<file path="src/rtl/memory_cycle_if.sv">
// rtl/memory_cycle_if.sv - data-memory ready/valid bus between the MEM stage and memory
//
// Signals:
//   dmem_req    request, held until dmem_ready or the stage gives up
//   dmem_we     1 = write, 0 = read
//   dmem_addr   word-aligned byte address
//   dmem_be     byte enables (all ones for reads)
//   dmem_wdata  lane-replicated store data
//   dmem_rdata  read data, valid when dmem_ready=1
//   dmem_ready  access completes this cycle
// Modports: master (MEM stage), slave (memory).

interface memory_cycle_if;
  logic        dmem_req;
  logic        dmem_we;
  logic [31:0] dmem_addr;
  logic [3:0]  dmem_be;
  logic [31:0] dmem_wdata;
  logic [31:0] dmem_rdata;
  logic        dmem_ready;

  modport master (
    output dmem_req, dmem_we, dmem_addr, dmem_be, dmem_wdata,
    input  dmem_rdata, dmem_ready
  );

  modport slave (
    input  dmem_req, dmem_we, dmem_addr, dmem_be, dmem_wdata,
    output dmem_rdata, dmem_ready
  );
endinterface

</file>
<file path="src/rtl/memory_cycle.sv">
// rtl/memory_cycle.sv - RV32I MEM stage: load/store bus access, stall, MEM/WB register
//
// Purpose: issues loads/stores from the EX/MEM register onto the data-memory bus,
// steers byte lanes, extends load data, stalls on wait states, flags misaligned
// accesses and bus timeouts, and registers the MEM/WB state.
//
// Ports:
//   clk, rst                 clock (rising edge), async active-high reset
//   ValidM .. PCPlus4M       EX/MEM register outputs (held stable while StallM=1)
//   dmem                     data-memory bus (master side)
//   StallM                   freeze upstream stages this cycle
//   RegWriteW .. BusErrW     registered MEM/WB outputs
// Parameter MAX_WAIT: cycles a request may wait for dmem_ready (1..255).

module memory_cycle #(
  parameter int MAX_WAIT = 16
) (
  input  logic                 clk,
  input  logic                 rst,
  input  logic                 ValidM,
  input  logic                 RegWriteM,
  input  logic                 MemWriteM,
  input  logic [1:0]           ResultSrcM,
  input  logic [2:0]           Funct3M,
  input  logic [4:0]           RD_M,
  input  logic [31:0]          ALU_ResultM,
  input  logic [31:0]          WriteDataM,
  input  logic [31:0]          PCPlus4M,
  memory_cycle_if.master       dmem,
  output logic                 StallM,
  output logic                 RegWriteW,
  output logic [1:0]           ResultSrcW,
  output logic [4:0]           RD_W,
  output logic [31:0]          ALU_ResultW,
  output logic [31:0]          ReadDataW,
  output logic [31:0]          PCPlus4W,
  output logic                 MisalignW,
  output logic                 BusErrW
);

  typedef enum logic {IDLE, WAIT} state_t;

  state_t      state, state_next;
  logic [7:0]  wcnt, wcnt_next;
  logic        stall, timeout;

  logic        is_load, acc, mis, req;
  logic        byte_sz, half_sz;
  logic [1:0]  off;
  logic [31:0] lane_word, load_ext;

  assign off     = ALU_ResultM[1:0];
  assign is_load = (ResultSrcM == 2'b01);
  assign acc     = ValidM & (MemWriteM | is_load);

  // Store and load encodings disagree on 100/101, so size decoding depends on direction.
  // Unlisted Funct3 values fall through to a word access.
  always_comb begin
    byte_sz = 1'b0;
    half_sz = 1'b0;
    if (MemWriteM) begin
      byte_sz = (Funct3M == 3'b000);
      half_sz = (Funct3M == 3'b001);
    end else begin
      byte_sz = (Funct3M == 3'b000) | (Funct3M == 3'b100);
      half_sz = (Funct3M == 3'b001) | (Funct3M == 3'b101);
    end
  end

  assign mis = acc & ((half_sz & off[0]) | (~byte_sz & ~half_sz & (off != 2'b00)));
  assign req = acc & ~mis & ~rst;

  assign dmem.dmem_req  = req;
  assign dmem.dmem_we   = MemWriteM;
  assign dmem.dmem_addr = {ALU_ResultM[31:2], 2'b00};

  always_comb begin
    dmem.dmem_be    = 4'b1111;
    dmem.dmem_wdata = WriteDataM;
    if (MemWriteM) begin
      if (byte_sz) begin
        dmem.dmem_be    = 4'b0001 << off;
        dmem.dmem_wdata = {4{WriteDataM[7:0]}};
      end else if (half_sz) begin
        dmem.dmem_be    = 4'b0011 << off;
        dmem.dmem_wdata = {2{WriteDataM[15:0]}};
      end
    end
  end

  // Shift the addressed byte/half down to bit 0 before extending.
  assign lane_word = dmem.dmem_rdata >> {off, 3'b000};

  always_comb begin
    case (Funct3M)
      3'b000:  load_ext = {{24{lane_word[7]}}, lane_word[7:0]};
      3'b001:  load_ext = {{16{lane_word[15]}}, lane_word[15:0]};
      3'b100:  load_ext = {24'd0, lane_word[7:0]};
      3'b101:  load_ext = {16'd0, lane_word[15:0]};
      default: load_ext = dmem.dmem_rdata;
    endcase
  end

  always_ff @(posedge clk or posedge rst) begin
    if (rst) begin
      state <= IDLE;
      wcnt  <= 8'd0;
    end else begin
      state <= state_next;
      wcnt  <= wcnt_next;
    end
  end

  always_comb begin
    state_next = state;
    wcnt_next  = wcnt;
    stall      = 1'b0;
    timeout    = 1'b0;
    case (state)
      IDLE: begin
        if (req && !dmem.dmem_ready) begin
          state_next = WAIT;
          wcnt_next  = 8'd1;
          stall      = 1'b1;
        end
      end
      WAIT: begin
        if (!req || dmem.dmem_ready) begin
          // ready wins over a coincident timeout
          state_next = IDLE;
          wcnt_next  = 8'd0;
        end else if (wcnt >= 8'(MAX_WAIT - 1)) begin
          state_next = IDLE;
          wcnt_next  = 8'd0;
          timeout    = 1'b1;
        end else begin
          wcnt_next  = wcnt + 8'd1;
          stall      = 1'b1;
        end
      end
      default: begin
        state_next = IDLE;
        wcnt_next  = 8'd0;
      end
    endcase
  end

  assign StallM = stall & ~rst;

  always_ff @(posedge clk or posedge rst) begin
    if (rst) begin
      RegWriteW   <= 1'b0;
      ResultSrcW  <= 2'b00;
      RD_W        <= 5'd0;
      ALU_ResultW <= 32'd0;
      ReadDataW   <= 32'd0;
      PCPlus4W    <= 32'd0;
      MisalignW   <= 1'b0;
      BusErrW     <= 1'b0;
    end else if (StallM) begin
      // bubble into writeback; data fields hold
      RegWriteW  <= 1'b0;
      ResultSrcW <= 2'b00;
      MisalignW  <= 1'b0;
      BusErrW    <= 1'b0;
    end else begin
      RegWriteW   <= ValidM & RegWriteM & ~mis & ~timeout;
      ResultSrcW  <= ResultSrcM;
      RD_W        <= RD_M;
      ALU_ResultW <= ALU_ResultM;
      ReadDataW   <= (acc & is_load & ~MemWriteM & ~mis & ~timeout) ? load_ext : 32'd0;
      PCPlus4W    <= PCPlus4M;
      MisalignW   <= mis;
      BusErrW     <= timeout;
    end
  end

endmodule

</file>
<file path="src/flat_wrapper.sv">
// flat-port wrapper written by rule: the top's interface ports become plain ports
module memory_cycle_flat 
#(
  parameter int MAX_WAIT = 16
)
  (clk, rst, ValidM, RegWriteM, MemWriteM, ResultSrcM, Funct3M, RD_M, ALU_ResultM, WriteDataM, PCPlus4M, StallM, RegWriteW, ResultSrcW, RD_W, ALU_ResultW, ReadDataW, PCPlus4W, MisalignW, BusErrW, dmem_dmem_req, dmem_dmem_we, dmem_dmem_addr, dmem_dmem_be, dmem_dmem_wdata, dmem_dmem_rdata, dmem_dmem_ready);
  memory_cycle_if dmem_i ();
  input  logic clk;
  input  logic rst;
  input  logic ValidM;
  input  logic RegWriteM;
  input  logic MemWriteM;
  input  logic [1:0] ResultSrcM;
  input  logic [2:0] Funct3M;
  input  logic [4:0] RD_M;
  input  logic [31:0] ALU_ResultM;
  input  logic [31:0] WriteDataM;
  input  logic [31:0] PCPlus4M;
  output logic StallM;
  output logic RegWriteW;
  output logic [1:0] ResultSrcW;
  output logic [4:0] RD_W;
  output logic [31:0] ALU_ResultW;
  output logic [31:0] ReadDataW;
  output logic [31:0] PCPlus4W;
  output logic MisalignW;
  output logic BusErrW;
  output wire logic [$bits(dmem_i.dmem_req)-1:0] dmem_dmem_req;
  output wire logic [$bits(dmem_i.dmem_we)-1:0] dmem_dmem_we;
  output wire logic [$bits(dmem_i.dmem_addr)-1:0] dmem_dmem_addr;
  output wire logic [$bits(dmem_i.dmem_be)-1:0] dmem_dmem_be;
  output wire logic [$bits(dmem_i.dmem_wdata)-1:0] dmem_dmem_wdata;
  input wire logic [$bits(dmem_i.dmem_rdata)-1:0] dmem_dmem_rdata;
  input wire logic [$bits(dmem_i.dmem_ready)-1:0] dmem_dmem_ready;
  assign dmem_dmem_req = dmem_i.dmem_req;
  assign dmem_dmem_we = dmem_i.dmem_we;
  assign dmem_dmem_addr = dmem_i.dmem_addr;
  assign dmem_dmem_be = dmem_i.dmem_be;
  assign dmem_dmem_wdata = dmem_i.dmem_wdata;
  assign dmem_i.dmem_rdata = dmem_dmem_rdata;
  assign dmem_i.dmem_ready = dmem_dmem_ready;
  memory_cycle #(.MAX_WAIT(MAX_WAIT)) u_core (.clk(clk), .rst(rst), .ValidM(ValidM), .RegWriteM(RegWriteM), .MemWriteM(MemWriteM), .ResultSrcM(ResultSrcM), .Funct3M(Funct3M), .RD_M(RD_M), .ALU_ResultM(ALU_ResultM), .WriteDataM(WriteDataM), .PCPlus4M(PCPlus4M), .dmem(dmem_i), .StallM(StallM), .RegWriteW(RegWriteW), .ResultSrcW(ResultSrcW), .RD_W(RD_W), .ALU_ResultW(ALU_ResultW), .ReadDataW(ReadDataW), .PCPlus4W(PCPlus4W), .MisalignW(MisalignW), .BusErrW(BusErrW));
endmodule
</file>
<file path="config.mk">
export PLATFORM = sky130hd
export DESIGN_NAME = memory_cycle_flat
export DESIGN_NICKNAME = d
export VERILOG_FILES = /design/src/rtl/memory_cycle_if.sv /design/src/rtl/memory_cycle.sv /design/src/flat_wrapper.sv
export SDC_FILE = /design/constraint.sdc
export NUM_CORES = 1
export LEC_CHECK = 0
export ABC_CLOCK_PERIOD_IN_PS = 4450
export BUFFER_PORTS_ARGS = -buffer_cell sky130_fd_sc_hd__buf_2
export CAP_MARGIN = 20
export CORE_AREA = 4 4 123 125
export DETAILED_ROUTE_END_ITERATION = 8
export DIE_AREA = 0 0 127 129
export HOLD_SLACK_MARGIN = 0.15
export PLACE_DENSITY = 0.76
export SYNTH_ARGS = -nofsm -noshare
export SYNTH_HDL_FRONTEND = slang
export SYNTH_SLANG_ARGS = --single-unit
</file>
<file path="constraint.sdc">
create_clock -name clk -period 4.45 [get_ports clk]
set_input_delay 0.2225 -clock clk [delete_from_list [all_inputs] [get_ports clk]]
set_output_delay 0.2225 -clock clk [all_outputs]
set_load 0.02 [all_outputs]
</file>
==> flow_summary.ini <==
[outcome]
status = finished, final reports clean

[floorplanning]
die_w_um = 127
rows = 43
die_area_um2 = 16400
start_util_pct = 42.0
core_um2 = 13900
pin_count = 321
die_h_um = 129

[global_routing]
grt_max_degree = 90
grt_pass1_wl_mm = 31.1
grt_pass1_vias = 5728
track_usage_pct = 24.6
grt_antenna_before_repair = 0
grt-ovfl-total = 0

[logic_synthesis]
synth_top_family_by_area = multiplexers
yosysSeqAreaShare_pct = 49.4
synth-adder-area-share_pct = 1.07
synth_compound_area_share_pct = 11.3
synth_edf_count = 0
syn_area_per_cell_um2 = 12.0
synth_area_um2 = 5830
syn-instance-count = 485
synthSimpleGateAreaFrac_pct = 7.92
yosysUniqueCellTypes = 53
synth_xor_area_share_pct = 0
yosys_warnings = 0
synthArstFlopShare_pct = 100
synthMuxAreaShare_pct = 20.4
synthFlopType = dfrtp_1
ys_seq_elements = 115

[critical_path]
slowest_stage = a2111o_1
cp_top_family = buffers and inverters
reg2reg_slack_ps = 1530
critical_path_buf_inv_count = 2
worstPathMaxFanout = 89
critPathCaptureType = primary output
crit_path_start_kind = flop
cp_data_required_time_ps = 4230
r2r-start = u_core.wcnt[7]
rr_worst_depth = 5
crit_arrival_ps = 3010
cp_cell_sequence = nor4_2 -> nand2_1 -> a2111o_1 -> inv_6 -> buf_2
reg2reg_to = u_core.PCPlus4W[2]
worst-setup-path-type = reg2out
slowest_delay_ps = 730

[power_and_ir_drop]
p_int_uw = 2210
power_uw = 3000
p_sw_share_pct = 26.6
leakage_uw = 0.00431
ir_worst_vdd_mv = 0.270
power_switching_uw = 799
p_per_area_nw_per_um2 = 343
clock_power_share_pct = 44.7
pwr-share-comb_pct = 18.0
pwr-share-seq_pct = 37.3

[sta]
min_period_ps = 3240
hold_slack_ps = 166
hold_violations = 0
period_share_pct = 72.7
max_slew.worst_pin.slew_ps = 971
finalMaxSlewViolations = 0
fin_worst_skew_ps = 15.1
setup_tns_ps = 0
fmax_mhz = 309
setup_violations = 0
setup_slack_ps = 1210
grt_setup_unrepaired = no
slew_headroom_pct = 35.0

[hold_path]
min_path_type = in2reg
min_to = u_core.ReadDataW[6]
worstHoldStart = dmem_dmem_rdata[6]
hold_depth = 3

[placement]
port_buffers = 318
routabilityCongestion = 0.823
dp_hpwl_mm = 13.3
pre_cts_ws_ps = 1330

[layout]
area_growth_pct = 50.1
multiInputGateArea_um2 = 2390
fin_nets = 1002
post-route-util_pct = 63.0
nFillCells = 1025
layout_common_cells = buf_2 (318), dfrtp_1 (115), dlygate4sd3_1 (97), mux2_2 (88)
seqCellArea_um2 = 2880
final_common_cell = buf_2
final_layout_size_suffix_gt1_share_pct = 52.0

[clock_tree]
cts.path.max_buffers = 2
cts.clk_slew.worst_paths_ps = 60
numCtsBuffers = 17
cts_tree = done
cts_sinks = 115
clk-insertion-delay-late_ps = 420
htree_levels = 4
cts_root_buffer = clkbuf_16

[drt]
vias = 5453
route.detailed.drc = 0
drt_iter0_drc = 418
ant_nets = 0
via_per_inst = 5.22
firstDrtPassIters = 5
drt-total-wl_mm = 20.5
wl_per_cell_um = 19.6

[flow_run]
drv_cap = 0
==> synthesized netlist by cell type (2+ instances only) <==
master,instances,area [um2]
dfrtp_1,115,2880
mux2_2,88,991
buf_4,41,308
inv_1,22,82.6
a21oi_1,21,105
nand2_1,17,63.8
nor2_1,17,63.8
a221o_1,16,160
mux2i_1,15,150
o32ai_1,13,114
nand2b_1,11,68.8
nor2b_1,10,62.6
clkbuf_1,9,33.8
buf_6,8,90.1
nand3_1,7,35.0
o2bb2ai_1,7,61.3
and2_1,6,37.5
buf_1,5,18.8
ha_1,5,62.6
buf_2,4,20.0
o21ai_0,4,20.0
a2111oi_0,3,26.3
a21o_1,3,22.5
and3_1,3,18.8
a211oi_1,2,15.0
a22o_1,2,17.5
nor3_1,2,10.0
nor4_2,2,25.0
o22ai_1,2,12.5
or2_2,2,12.5
==> power groups by stage <==
stage | clock, uW | combinational (uW) | sequential (uW)
floorplan | 0 | 236 | 1190
global placement | 0 | 456 | 1130
detailed placement | 0 | 461 | 1140
CTS | 1360 | 532 | 1120
global route | 1420 | 577 | 1120
finish | 1340 | 540 | 1120
==> how the worst max path moves through the flow <==
| stage | start | cells after the start | to | slack [ps] |
|---|---|---|---|---|
| 2_1_floorplan | rst | 1 | u_core.ALU_ResultW[0] | 1180 |
| 3_3_place_gp | ALU_ResultM[0] | 7 | u_core.ReadDataW[18] | 1420 |
| 3_5_place_dp | ALU_ResultM[0] | 7 | u_core.ReadDataW[28] | 1330 |
| 4_1_cts | u_core.wcnt[7] | 5 | StallM | 1150 |
| 5_1_grt | u_core.wcnt[7] | 5 | StallM | 1000 |
| 6_report | u_core.wcnt[7] | 5 | StallM | 1210 |
==> logic make-up (layout without fill, tap and decap cells) <==
group | after synthesis | in the layout
flops | 115 | 115
simple gates | 84 | 84
fa+ha+maj | 5 | 5
buf+inv | 91 | 469
compound gates | 84 | 84
other cells | 1 | 3
mux | 105 | 105
==> layout make-up <==
class,instances,share of cell area (%)
sequential,115,32.9
timing repair buffer,416,29.4
multi-input combinational,280,27.3
clock buffer,22,5.54
tap,180,2.57
clock inverter,8,1.17
inverter,23,1.07
antenna,1,0.0286
==> sequential cells by signal, indices dropped and copies added, names as in the netlist <==
register / cells
u_core.ResultSrcW: 2
u_core.BusErrW: 1
u_core.RegWriteW: 1
u_core.wcnt: 8
u_core.ALU_ResultW: 32
u_core.state: 1
u_core.ReadDataW: 32
u_core.RD_W: 5
u_core.MisalignW: 1
u_core.PCPlus4W: 32
==> timing repair <==
action                    CTS  global route
hold buffers               97             0
hold endpoints to repair  169             0
gates resized for setup     0             0
setup buffers               0             0
==> layer usage <==
metal / up-vias / part of all wire [%] / global-route usage (%)
met4: 0 / 4.5 / 12.4
met2: 351 / 51 / 43.9
li1: 2445 / - / -
met1: 2583 / 36 / 26.8
met5: - / 0 / 0
met3: 74 / 8.3 / 6.85
==> worst min-delay path: cells and delay by family <==
kind | cells | cell delay, ps
buffers and inverters | 1 | 100
AO/OA/AOI/OAI | 2 | 230
==> metrics by stage <==
stage,cells,area (um2)
final,1045,8750
after global routing,1044,8740
after CTS,1044,8740
after detailed placement,917,7190
after global placement,917,7190
after floorplan,486,5830
Note: power is estimated with default switching activity, not from simulation.
